<file path="src/rtl/l1i_cache.sv">
// Direct-mapped, one-word-per-line instruction cache with combinational hits,
// a four-state miss sequencer toward the memory controller, and flash invalidate.
module l1i_cache #(
  parameter int unsigned LINES = 8
) (
  input  logic        clock,
  input  logic        reset_n,
  input  logic [31:0] cpu_address,
  input  logic        cpu_read,
  input  logic        invalidate,
  output logic [31:0] cpu_data,
  output logic        cpu_ready,
  output logic [31:0] l1i_address,
  output logic        l1i_mem_read,
  input  logic [31:0] mem_data,
  input  logic        stall_l1i,
  output logic [15:0] miss_count
);

  localparam int unsigned IDX  = $clog2(LINES);
  localparam int unsigned TAGW = 30 - IDX;

  typedef enum logic [1:0] {
    S_IDLE,
    S_REQ,
    S_WAIT,
    S_RESP
  } state_t;

  state_t            r_state;
  state_t            w_state_nxt;
  logic [LINES-1:0]  r_valid;
  logic [TAGW-1:0]   r_tag [LINES];
  logic [31:0]       r_data [LINES];
  logic [29:0]       r_miss_word;
  logic [31:0]       r_fill_data;
  logic [15:0]       r_miss_count;

  logic [IDX-1:0]    w_idx;
  logic [TAGW-1:0]   w_tag;
  logic [IDX-1:0]    w_miss_idx;
  logic [TAGW-1:0]   w_miss_tag;
  logic              w_latch_miss;
  logic              w_fill;
  logic              w_unused;

  assign w_idx       = cpu_address[IDX+1:2];
  assign w_tag       = cpu_address[31:IDX+2];
  assign w_miss_idx  = r_miss_word[IDX-1:0];
  assign w_miss_tag  = r_miss_word[29:IDX];
  assign w_fill      = (r_state == S_WAIT);
  assign w_unused    = ^cpu_address[1:0];
  assign l1i_address = {r_miss_word, 2'b00};
  assign miss_count  = r_miss_count;

  // Lookup, response muxing and next-state; cpu_data is forced to 0 when not ready.
  always_comb begin
    w_state_nxt  = r_state;
    w_latch_miss = 1'b0;
    cpu_ready    = 1'b0;
    cpu_data     = 32'd0;
    l1i_mem_read = 1'b0;
    case (r_state)
      S_IDLE: begin
        if (cpu_read) begin
          if (r_valid[w_idx] && (r_tag[w_idx] == w_tag)) begin
            cpu_ready = 1'b1;
            cpu_data  = r_data[w_idx];
          end else begin
            w_latch_miss = 1'b1;
            w_state_nxt  = S_REQ;
          end
        end
      end
      S_REQ: begin
        l1i_mem_read = 1'b1;
        if (!stall_l1i) w_state_nxt = S_WAIT;
      end
      S_WAIT: w_state_nxt = S_RESP;
      S_RESP: begin
        cpu_ready   = 1'b1;
        cpu_data    = r_fill_data;
        w_state_nxt = S_IDLE;
      end
      default: w_state_nxt = S_IDLE;
    endcase
  end

  // Control state; invalidate takes priority over the valid set of a fill.
  always_ff @(posedge clock or negedge reset_n) begin
    if (!reset_n) begin
      r_state      <= S_IDLE;
      r_valid      <= '0;
      r_miss_word  <= 30'd0;
      r_fill_data  <= 32'd0;
      r_miss_count <= 16'd0;
    end else begin
      r_state <= w_state_nxt;
      if (w_latch_miss) r_miss_word <= cpu_address[31:2];
      if (w_fill) begin
        r_fill_data  <= mem_data;
        r_miss_count <= r_miss_count + 16'd1;
      end
      if (invalidate) r_valid <= '0;
      else if (w_fill) r_valid[w_miss_idx] <= 1'b1;
    end
  end

  // Tag/data storage is only meaningful behind a valid bit, so it needs no reset.
  always_ff @(posedge clock) begin
    if (w_fill) begin
      r_tag[w_miss_idx]  <= w_miss_tag;
      r_data[w_miss_idx] <= mem_data;
    end
  end

endmodule

</file>
<file path="config.mk">
export PLATFORM = sky130hd
export DESIGN_NAME = l1i_cache
export DESIGN_NICKNAME = d
export VERILOG_FILES = /design/src/rtl/l1i_cache.sv
export SDC_FILE = /design/constraint.sdc
export NUM_CORES = 1
export LEC_CHECK = 0
export CORE_ASPECT_RATIO = 0.6
export CORE_UTILIZATION = 40
export CTS_CLUSTER_SIZE = 16
export DETAILED_ROUTE_END_ITERATION = 16
export GPL_ROUTABILITY_DRIVEN = 1
export PLACE_DENSITY = 0.6
export SLEW_MARGIN = 0
export SYNTH_ARGS = -nofsm -noshare
export SYNTH_HDL_FRONTEND = slang
export SYNTH_SLANG_ARGS = --single-unit
</file>
<file path="constraint.sdc">
create_clock -name clock -period 9.8 [get_ports clock]
set_input_delay 1.47 -clock clock [delete_from_list [all_inputs] [get_ports clock]]
set_output_delay 1.47 -clock clock [all_outputs]
set_load 0.005 [all_outputs]
</file>
==> results of run 1 <==
logic make-up after synthesis:
logic type | after synthesis | share of synthesized area
AO/OA/AOI/OAI | 80 | 0.02796
XOR/XNOR | 30 | 0.01184
adder cells (fa/ha/maj) | 5 | 0.002818
buffers and inverters | 57 | 0.01353
flip-flops | 560 | 0.7378
multiplexers | 256 | 0.1727
other | 1 | 0.0001689
AND/OR/NAND/NOR | 154 | 0.03320
worst paths after layout:
path | startpoint | end | slack (ns)
max | cpu_address[2] | cpu_ready | 2.36
min | miss_count[15]$_DFFE_PN0P_ | miss_count[15]$_DFFE_PN0P_ | 0.48
max reg2reg | r_tag[4][17]$_DFFE_PP_ | r_state[1]$_DFFE_PN0P_ | 6.07
min reg2reg | miss_count[15]$_DFFE_PN0P_ | miss_count[15]$_DFFE_PN0P_ | 0.48
max in group asynchronous | reset_n | r_valid[6]$_DFFE_PN0P_ | 7.64
min in group asynchronous | reset_n | r_miss_word[27]$_DFFE_PN0P_ | 0.94
flip-flops by register name (all words and copies together), names as in the netlist:
signal       count
miss_count      16
r_fill_data     32
r_valid          8
r_miss_word     30
r_data         256
r_tag          216
r_state          2
Yosys cell counts (9+ instances only):
| cell type | count |
|---|---|
| edfxtp_1 | 472 |
| mux4_2 | 94 |
| dfrtp_1 | 88 |
| mux2i_1 | 86 |
| mux2_2 | 76 |
| nand2_1 | 53 |
| nor2_1 | 36 |
| o21ai_2 | 30 |
| buf_2 | 21 |
| xor2_1 | 18 |
| clkbuf_1 | 14 |
| nand4_1 | 14 |
| nand3_1 | 12 |
| xnor2_1 | 12 |
| o21ai_0 | 11 |
| a22oi_1 | 10 |
| a22o_1 | 9 |
per-layer routing:
layer / routed length, um / share of wire
met1: 23040 / 0.46
met2: 23790 / 0.47
met3: 2962 / 0.059
met4: 804 / 0.016
met5: 11 / 0.00022
per-stage QoR:
step	power [mW]	instance area, um2	std cells	hold WS, ns
after global routing	6.970	26090	2065	0.4963
after floorplan	4.110	22200	1144	0.4608
after CTS	6.741	26080	2064	0.4864
final	6.659	26090	2065	0.4806
after detailed placement	4.794	24460	1968	0.4775
after global placement	4.751	24460	1968	0.4607
critical path: stages:
cell and delay (ns):
buf_6 0.43, buf_4 0.76, mux4_2 0.59, mux2i_1 0.25, o21ai_0 0.12, a2111oi_0 1.05
nand4_1 0.38, nor2_1 0.19, o21ba_2 0.17, clkdlybuf4s50_1 0.52
power by group:
| part | switching [mW] | internal (mW) | leakage (nW) | total (mW) |
|---|---|---|---|---|
| Clock | 0.860 | 1.08 | 0.798 | 1.94 |
| Combinational | 0.678 | 0.601 | 2.68 | 1.28 |
| Sequential | 0.264 | 3.18 | 5.35 | 3.44 |
area by class of cell:
type	count	area, um2
antenna	1	2.502
inverter	4	15.01
multi-input combinational	527	5594
clock inverter	23	178.9
sequential	560	16380
clock buffer	73	1440
tap	714	893.4
timing repair buffer	163	1587
fill	4524	28420
==> run_results.csv, run 1 <==
group,metric,value,unit
synth,ys_warn_count,0,
setup_path,path_class,"primary input to output pin",
power_and_ir_drop,cellLeakagePower,8.830,nW
synth,syn_area_per_cell,19.42,um2
grt,grt_pass1_wl,75.42,mm
detailed_routing,drt_wl_total,50.61,mm
synth,yosysTopAreaCellShare,0.6386,
clock_tree,clock_latency,0.58,ns
synth,yosysSeqAreaShare,0.7378,
timing,fin_setup_tns,0,ns
power_and_ir_drop,vdd_drop_max,0.0001252,V
floorplan,rows,66,
grt,busiest_layer,"met2",
synth,synth_ff_type,"edfxtp_1",
clock_tree,clock_sinks,560,
layout,final_common_cell,"edfxtp_1",
timing,slew_violations,0,
placed_design,place_congestion,0.7664,
setup_path,crit_required,8.33,ns
synth,syn_inst,1143,
floorplan,dieArea,56470,um2
layout,utilization,0.4786,
detailed_routing,wl_per_cell,24.51,um
placed_design,port_buffers,146,
run_status,status,"finished clean",
clock_tree,clk_pin_slew,0.07,ns
timing,final-setup-viol-count,0,
grt,grt_pass1_vias,11360,
hold_path,hold_class,"flop to flop",
timing,worstMarginPinSlew,1.265,ns
grt,grtUsageTotal,0.1824,
timing,fin_ws,2.356,ns
setup_path,startpoint_type,"primary input",
synth,synthTopCellsByArea,"edfxtp_1 (64%), dfrtp_1 (9.9%), mux4_2 (9.5%), mux2i_1 (3.9%), mux2_2 (3.9%)",
timing,post-route-period-util,0.7596,
floorplan,start_util,0.4073,
placed_design,place_hpwl,28.07,mm
job,drv_cap,0,
synth,yosysTopAreaCell,"edfxtp_1",
setup_path,crit_fanout,42,
setup_path,arrival,5.97,ns
clock_tree,cts_tree,"built",
clock_tree,cts_resized,0,
synth,synth_edf_count,472,
floorplan,die_w,306.1,um
synth,synth_cell_type_count,42,
synth,ys_async_sr_fraction,0.1571,
clock_tree,cts_buffers,52,
grt,grt_overflow_total,0,
clock_tree,cts_hold_buffers,0,
layout,most-common-layout-cells,"edfxtp_1 (472), clkdlybuf4s50_1 (142), mux4_2 (94), dfrtp_1 (88), mux2i_1 (86)",
layout,syn_to_final_growth,17.53,%
grt,grt_use_met1,0.2614,
hold_path,hold_depth,1,
setup_path,cp-end-kind,"output pin",
clock_tree,cts_root_buffer,"clkbuf_16",
detailed_routing,dr.pass1.iters,5,
clock_tree,cts-htree-levels,2,
grt,grt_max_degree,72,
detailed_routing,routed-via-count,11030,
floorplan,coreArea,54500,um2
grt,use_met3,0.04139,
grt,met2_usage,0.2856,
timing,rsz0062_at_grt,"false",
setup_path,reg2regPathDepth,8,
detailed_routing,drtIter0Drc,835,
detailed_routing,drtAntennaViolNets,0,
power_and_ir_drop,power_density,255.3,nW/um2
synth,syn_area,22200,um2
timing,post-route-min-period,7.444,ns
floorplan,die_h,184.5,um
timing,max_freq,134.3,MHz
timing,finalHoldViolCount,0,
timing,fin_skew,0.02788,ns
clock_tree,cts_max_path_buffers,3,
detailed_routing,drc,0,
detailed_routing,via_per_inst,5.342,
layout,nets,1382,
synth,ys_seq_elements,560,
layout,drive_gt1_frac,0.2311,
grt,antenna_found_initial,2,
placed_design,dp_slack,2.329,ns
floorplan,ios,151,
timing,slew_headroom,0.1544,
clock_tree,post_cts_buffers,0,
No activity file was read; power rests on OpenSTA's default activity.
==> run 2: changes to the inputs <==
--- a/config.mk
+++ b/config.mk
@@ -10,7 +10,7 @@
 export CTS_CLUSTER_SIZE = 16
 export DETAILED_ROUTE_END_ITERATION = 16
 export GPL_ROUTABILITY_DRIVEN = 1
-export PLACE_DENSITY = 0.6
+export PLACE_DENSITY = 0.62
 export SLEW_MARGIN = 0
 export SYNTH_ARGS = -nofsm -noshare
 export SYNTH_HDL_FRONTEND = slang
==> constraint.sdc (replaced) <==
create_clock -name clock -period 6.5 [get_ports clock]
set_input_delay 0.975 -clock clock [delete_from_list [all_inputs] [get_ports clock]]
set_output_delay 0.975 -clock clock [all_outputs]
set_load 0.005 [all_outputs]
==> run 2 against run 1 <==
  * Total power is 51% higher
  * Non-clock buffer count is 12 higher
  * First-iteration DRC count is 3.4% higher
  * Clock-buffer cell count is 3 higher
  * Worst setup slack worse by 1.8 ns
  * Largest cell class unchanged
  * Sequential cell count stayed put
  * Clock power is 54% higher
  * Register-to-register slack worse by 3.0 ns
  * Global-route usage is 0.47 points lower
  * Worst hold slack worse by 0.0017 ns
  * Largest power group unchanged
  * Die area stayed put
==> run_results.csv, run 2 (synthesis gave the netlist of run 1 again) <==
group,metric,value,unit
placed_design,place_inst,1980,
power_and_ir_drop,cellLeakagePower,8.920,nW
clock_tree,cts_buffers,52,
placed_design,place_hpwl,28.37,mm
timing,rsz0062_at_grt,"false",
timing,post-route-period-util,0.9092,
setup_path,cp_slowest_stage_delay,0.71,ns
placed_design,dp_slack,0.6047,ns
floorplan,start_util,0.4073,
detailed_routing,dr.pass1.iters,5,
detailed_routing,drtIter0Drc,863,
detailed_routing,via_per_inst,5.352,
clock_tree,cts_max_path_buffers,3,
placed_design,placed_area,24590,um2
layout,nets,1394,
layout,regMostFlops,"r_data",
clock_tree,clock_sinks,560,
clock_tree,cts_root_buffer,"clkbuf_16",
setup_path,cpMostUsedCell,"nand4_1",
hold_path,hold_depth,1,
grt,grt_overflow_total,0,
power_and_ir_drop,p_total,10.09,mW
timing,worstMarginPinSlew,1.231,ns
clock_tree,clk_pin_slew,0.06,ns
hold_path,whs_endpoint,"miss_count[15]$_DFFE_PN0P_",
layout,utilization,0.4817,
setup_path,reg2reg_from,"r_tag[5][4]$_DFFE_PP_",
run_status,status,"finished clean",
floorplan,ios,151,
detailed_routing,routed-via-count,11110,
placed_design,port_buffers,146,
timing,slew_violations,0,
floorplan,dieArea,56470,um2
setup_path,startpoint_type,"primary input",
grt,grt_pass1_vias,11140,
layout,final_cells,2076,
setup_path,path_class,"primary input to output pin",
grt,grt_max_degree,52,
timing,slew_headroom,0.1754,
layout,reg_top3,"r_data (256), r_tag (216), r_fill_data (32)",
layout,largest_reg_flops,256,
job,drv_cap,0,
timing,fin_skew,0.01486,ns
detailed_routing,drtAntennaViolNets,0,
setup_path,arrival,4.93,ns
setup_path,cp-end-kind,"output pin",
detailed_routing,drc,0,
timing,post-route-min-period,5.910,ns
power_and_ir_drop,power_density,384.3,nW/um2
timing,final-setup-viol-count,0,
hold_path,hold_start,"miss_count[15]$_DFFE_PN0P_",
floorplan,die_w,306.1,um
grt,antenna_found_initial,4,
floorplan,die_h,184.5,um
timing,fin_setup_tns,0,ns
clock_tree,cts-htree-levels,2,
placed_design,place_congestion,0.7830,
timing,timing.hold.ws,0.4789,ns
layout,most-common-layout-cells,"edfxtp_1 (472), clkdlybuf4s50_1 (142), mux4_2 (94), dfrtp_1 (88), mux2i_1 (86)",
timing,fin_ws,0.5902,ns
layout,multiInputGateArea,5589,um2
power_and_ir_drop,vdd_drop_max,0.0002112,V
setup_path,reg2regPathDepth,9,
setup_path,crit_fanout,32,
layout,antenna_cells,0,
grt,grtUsageTotal,0.1777,
timing,max_freq,169.2,MHz
layout,drive_gt1_frac,0.2364,
timing,finalHoldViolCount,0,
detailed_routing,drt_wl_total,49.77,mm
grt,grt_pass1_wl,73.53,mm
clock_tree,cts_tree,"built",
floorplan,rows,66,
clock_tree,clock_latency,0.57,ns
detailed_routing,wl_per_cell,23.97,um
clock_tree,cts_hold_buffers,0,
setup_path,r2r_slack,3.06,ns
layout,layout.area.seq,16380,um2
setup_path,reg2reg_to,"r_miss_word[14]$_DFFE_PN0P_",
clock_tree,cts_resized,0,
layout,syn_to_final_growth,18.29,%
setup_path,path_cells,"buf_6, buf_4, mux4_2, mux2i_1, xor2_1, nand4_1, nor2_1, nand4_1, or3_4, o21ai_2, clkdlybuf4s50_1",
hold_path,hold_class,"flop to flop",
layout,fillerInstances,4469,
layout,final_area,26260,um2
clock_tree,post_cts_buffers,0,
floorplan,coreArea,54500,um2
setup_path,critPathSlowestCell,"or3_4",
layout,final_common_cell,"edfxtp_1",
setup_path,crit_required,5.52,ns
==> run 2: cell types whose count changed in the layout (fill, tap and decap cells not counted), sizes merged <==
| cell | delta |
|---|---|
| clkbuf | +3 |
| clkinv | -4 |
| diode | -1 |
| inv | -1 |
| buf | +12 |
| bufinv | +2 |
==> run 2: how the worst max path moves through the flow <==
stage / end / slack [ns] / startpoint / cells past startpoint
6_report: cpu_data[4] / 0.59 / cpu_address[3] / 11
5_1_grt: cpu_data[4] / 0.43 / cpu_address[3] / 11
4_1_cts: cpu_data[4] / 0.60 / cpu_address[3] / 11
3_5_place_dp: cpu_data[4] / 0.60 / cpu_address[3] / 11
3_3_place_gp: cpu_data[4] / 0.62 / cpu_address[3] / 11
2_1_floorplan: r_data[1][0]$_DFFE_PP_ / 0.71 / r_state[0]$_DFFE_PN0P_ / 5
==> run 2: report_power, final <==
part	switching [mW]	total [mW]	leakage [nW]	internal [mW]
combinational	1.02	1.93	2.75	0.912
clock	1.26	2.99	0.818	1.72
sequential	0.382	5.17	5.35	4.79
total	2.66	10.1	8.92	7.43
==> run 2: critical path, delay by kind of cell <==
kind	cells	cell delay, ns
muxes	2	0.87
AOI/OAI and AO/OA	1	0.32
xor gates and xnor gates	1	0.34
and+or+nand+nor	4	1.22
buffers and inverters	3	1.15
==> run 2: layout make-up <==
type	count	share of cell area
timing repair buffer	175	0.06529
clock inverter	20	0.007434
tap	714	0.03403
multi-input combinational	527	0.2129
inverter	4	0.0005719
clock buffer	76	0.05609
sequential	560	0.6237
==> run 2: metal layers <==
metal | vias to the layer above | track usage | routed length (um)
li1 | 4929 | - | -
met1 | 5872 | 0.2660 | 23720
met2 | 245 | 0.2734 | 22690
met3 | 57 | 0.03242 | 2640
met4 | 8 | 0.03460 | 674
met5 | - | 0 | 48
==> run 3: changes to the inputs <==
--- a/config.mk
+++ b/config.mk
@@ -9,8 +9,9 @@
 export CORE_UTILIZATION = 40
 export CTS_CLUSTER_SIZE = 16
 export DETAILED_ROUTE_END_ITERATION = 16
+export DONT_BUFFER_PORTS = 1
 export GPL_ROUTABILITY_DRIVEN = 1
-export PLACE_DENSITY = 0.62
+export PLACE_DENSITY = 0.58
 export SLEW_MARGIN = 0
 export SYNTH_ARGS = -nofsm -noshare
 export SYNTH_HDL_FRONTEND = slang
==> run 3 against run 2 <==
  * Clock power grew 8.7%
  * Worst hold slack lost 0.38 ns
  * Sequential power grew 1%
  * Critical path depth shrank 3
  * Sequential share of layout area grew 3.7 points
  * First-iteration DRC count grew 7.1%
  * Cell area shrank 5.5%
  * Sequential cell count is the same
  * Register-to-register slack lost 0.15 ns
  * Worst setup slack gained 0.96 ns
  * Highest routed layer is now met4
==> run_results.csv, run 3 (synthesis gave the netlist of run 1 again) <==
group,metric,value,unit
layout,syn_to_final_growth,11.73,%
setup_path,startpoint_type,"primary input",
setup_path,reg2regPathDepth,8,
detailed_routing,drtIter0Drc,924,
timing,fin_skew,0.03094,ns
timing,post-route-period-util,0.7622,
layout,drive_gt1_frac,0.2604,
layout,nets,1231,
layout,regMostFlops,"r_data",
setup_path,reg2reg_to,"r_miss_word[28]$_DFFE_PN0P_",
timing,finalHoldViolCount,0,
setup_path,crit_required,5.52,ns
timing,post-route-min-period,4.954,ns
timing,timing.hold.ws,0.09452,ns
setup_path,arrival,3.98,ns
clock_tree,cts-htree-levels,2,
placed_design,port_buffers,0,
clock_tree,clock_sinks,560,
power_and_ir_drop,power_density,399.2,nW/um2
timing,worstMarginPinSlew,1.206,ns
timing,slew_violations,0,
job,drv_cap,0,
setup_path,path_class,"primary input to output pin",
power_and_ir_drop,pwr-share-seq,0.529,
clock_tree,clk_pin_slew,0.07,ns
setup_path,cp-end-kind,"output pin",
clock_tree,clock_latency,0.59,ns
layout,antenna_cells,0,
layout,final_cells,1916,
floorplan,ios,151,
detailed_routing,wl_per_cell,25.86,um
timing,rsz0062_at_grt,"false",
clock_tree,post_cts_buffers,0,
grt,antenna_found_initial,1,
run_status,status,"finished clean",
setup_path,crit_end,"cpu_data[2]",
setup_path,reg2reg_from,"r_tag[6][4]$_DFFE_PP_",
clock_tree,cts_tree,"built",
grt,grt_pass1_wl,72.44,mm
floorplan,coreArea,54500,um2
detailed_routing,drt_wl_total,49.55,mm
clock_tree,cts_buffers,53,
power_and_ir_drop,p_int,7.268,mW
power_and_ir_drop,cellLeakagePower,8.349,nW
layout,multiInputGateArea,5594,um2
grt,grt_max_degree,123,
layout,most-common-layout-cells,"edfxtp_1 (472), mux4_2 (94), dfrtp_1 (88), mux2i_1 (86), mux2_2 (76)",
detailed_routing,drc,0,
timing,max_freq,201.8,MHz
floorplan,die_w,306.1,um
layout,layout.area.seq,16380,um2
detailed_routing,drtAntennaViolNets,0,
placed_design,place_hpwl,26.38,mm
detailed_routing,dr.pass1.iters,4,
timing,fin_setup_tns,0,ns
layout,final_common_cell,"edfxtp_1",
power_and_ir_drop,pwr-share-comb,0.142,
power_and_ir_drop,p_sw,2.632,mW
grt,grt_overflow_total,0,
setup_path,crit_fanout,110,
setup_path,crit_path_start,"cpu_address[2]",
power_and_ir_drop,p_clk_frac,0.328,
clock_tree,cts_root_buffer,"clkbuf_16",
floorplan,die_h,184.5,um
floorplan,rows,66,
layout,largest_reg_flops,256,
layout,fillerInstances,4619,
grt,grtUsageTotal,0.1753,
detailed_routing,routed-via-count,10530,
power_and_ir_drop,p_sw_frac,0.2659,
clock_tree,cts_hold_buffers,0,
placed_design,place_congestion,0.7629,
placed_design,place_inst,1816,
floorplan,start_util,0.4073,
grt,grt_pass1_vias,10580,
hold_path,hold_class,"primary input to asynchronous set/reset pin",
detailed_routing,via_per_inst,5.495,
clock_tree,cts_max_path_buffers,3,
floorplan,dieArea,56470,um2
layout,reg_top3,"r_data (256), r_tag (216), r_fill_data (32)",
timing,slew_headroom,0.1961,
setup_path,r2r_slack,2.91,ns
power_and_ir_drop,vdd_drop_max,0.0001964,V
clock_tree,cts_resized,0,
timing,final-setup-viol-count,0,
run 3: cell types whose count changed in the layout (fill, tap and decap cells not counted), sizes merged:
cell           change
clkdlybuf4s50    -142
buf               -22
clkbuf             -7
bufinv             +4
clkinv             +4
inv                +2
clkinvlp           +1
run 3: per-layer routing:
layer / vias up / GRT usage / wire length (um)
met5: - / 0 / 0
met2: 199 / 0.2593 / 22340
met1: 5644 / 0.2653 / 23780
met4: 0 / 0.03660 / 783
li1: 4623 / - / -
met3: 63 / 0.03898 / 2639
run 3: worst max-delay path, cell delays in order:
cell and delay [ns]:
mux4_2 0.53, mux2i_1 0.17, xor2_1 0.43, nand3_1 0.15, nor4_1 0.30, nand4_1 0.26
or3_4 0.69, o21ai_0 0.36
run 3: worst min-delay path by stage:
stage,start,to,cells after the start
CTS,reset_n,r_fill_data[21]$_DFFE_PN0P_,0
floorplan,r_valid[1]$_DFFE_PN0P_,r_valid[1]$_DFFE_PN0P_,2
global route,reset_n,r_valid[2]$_DFFE_PN0P_,0
global placement,r_valid[4]$_DFFE_PN0P_,r_valid[4]$_DFFE_PN0P_,2
finish,reset_n,r_valid[2]$_DFFE_PN0P_,0
detailed placement,r_valid[7]$_DFFE_PN0P_,r_valid[7]$_DFFE_PN0P_,2
run 3: metrics by stage:
step,power (mW),util,instance area [um2],setup slack [ns]
global route,10.31,0.4550,24800,1.313
finish,9.899,0.4550,24800,1.546
floorplan,6.197,-,22200,0.7130
global placement,6.686,0.4213,22960,1.532
detailed placement,6.753,0.4213,22960,1.537
CTS,10.01,0.4550,24800,1.529
run 3: power by group through the flow:
stage          clock network (mW)  logic, mW  registers [mW]
6_report                     3.25       1.41            5.24
3_3_place_gp                    0       1.41            5.28
4_1_cts                      3.33       1.44            5.25
3_5_place_dp                    0       1.43            5.32
5_1_grt                      3.47       1.52            5.32
2_1_floorplan                   0       1.02            5.17
run 3: cell type report:
class	count	share of cell area
multi-input cells	527	0.2256
repair buffers	11	0.003330
inverters	4	0.0006054
clock inverters	31	0.01584
well taps	714	0.03602
flip-flops and latches	560	0.6603
clock buffers	69	0.05832
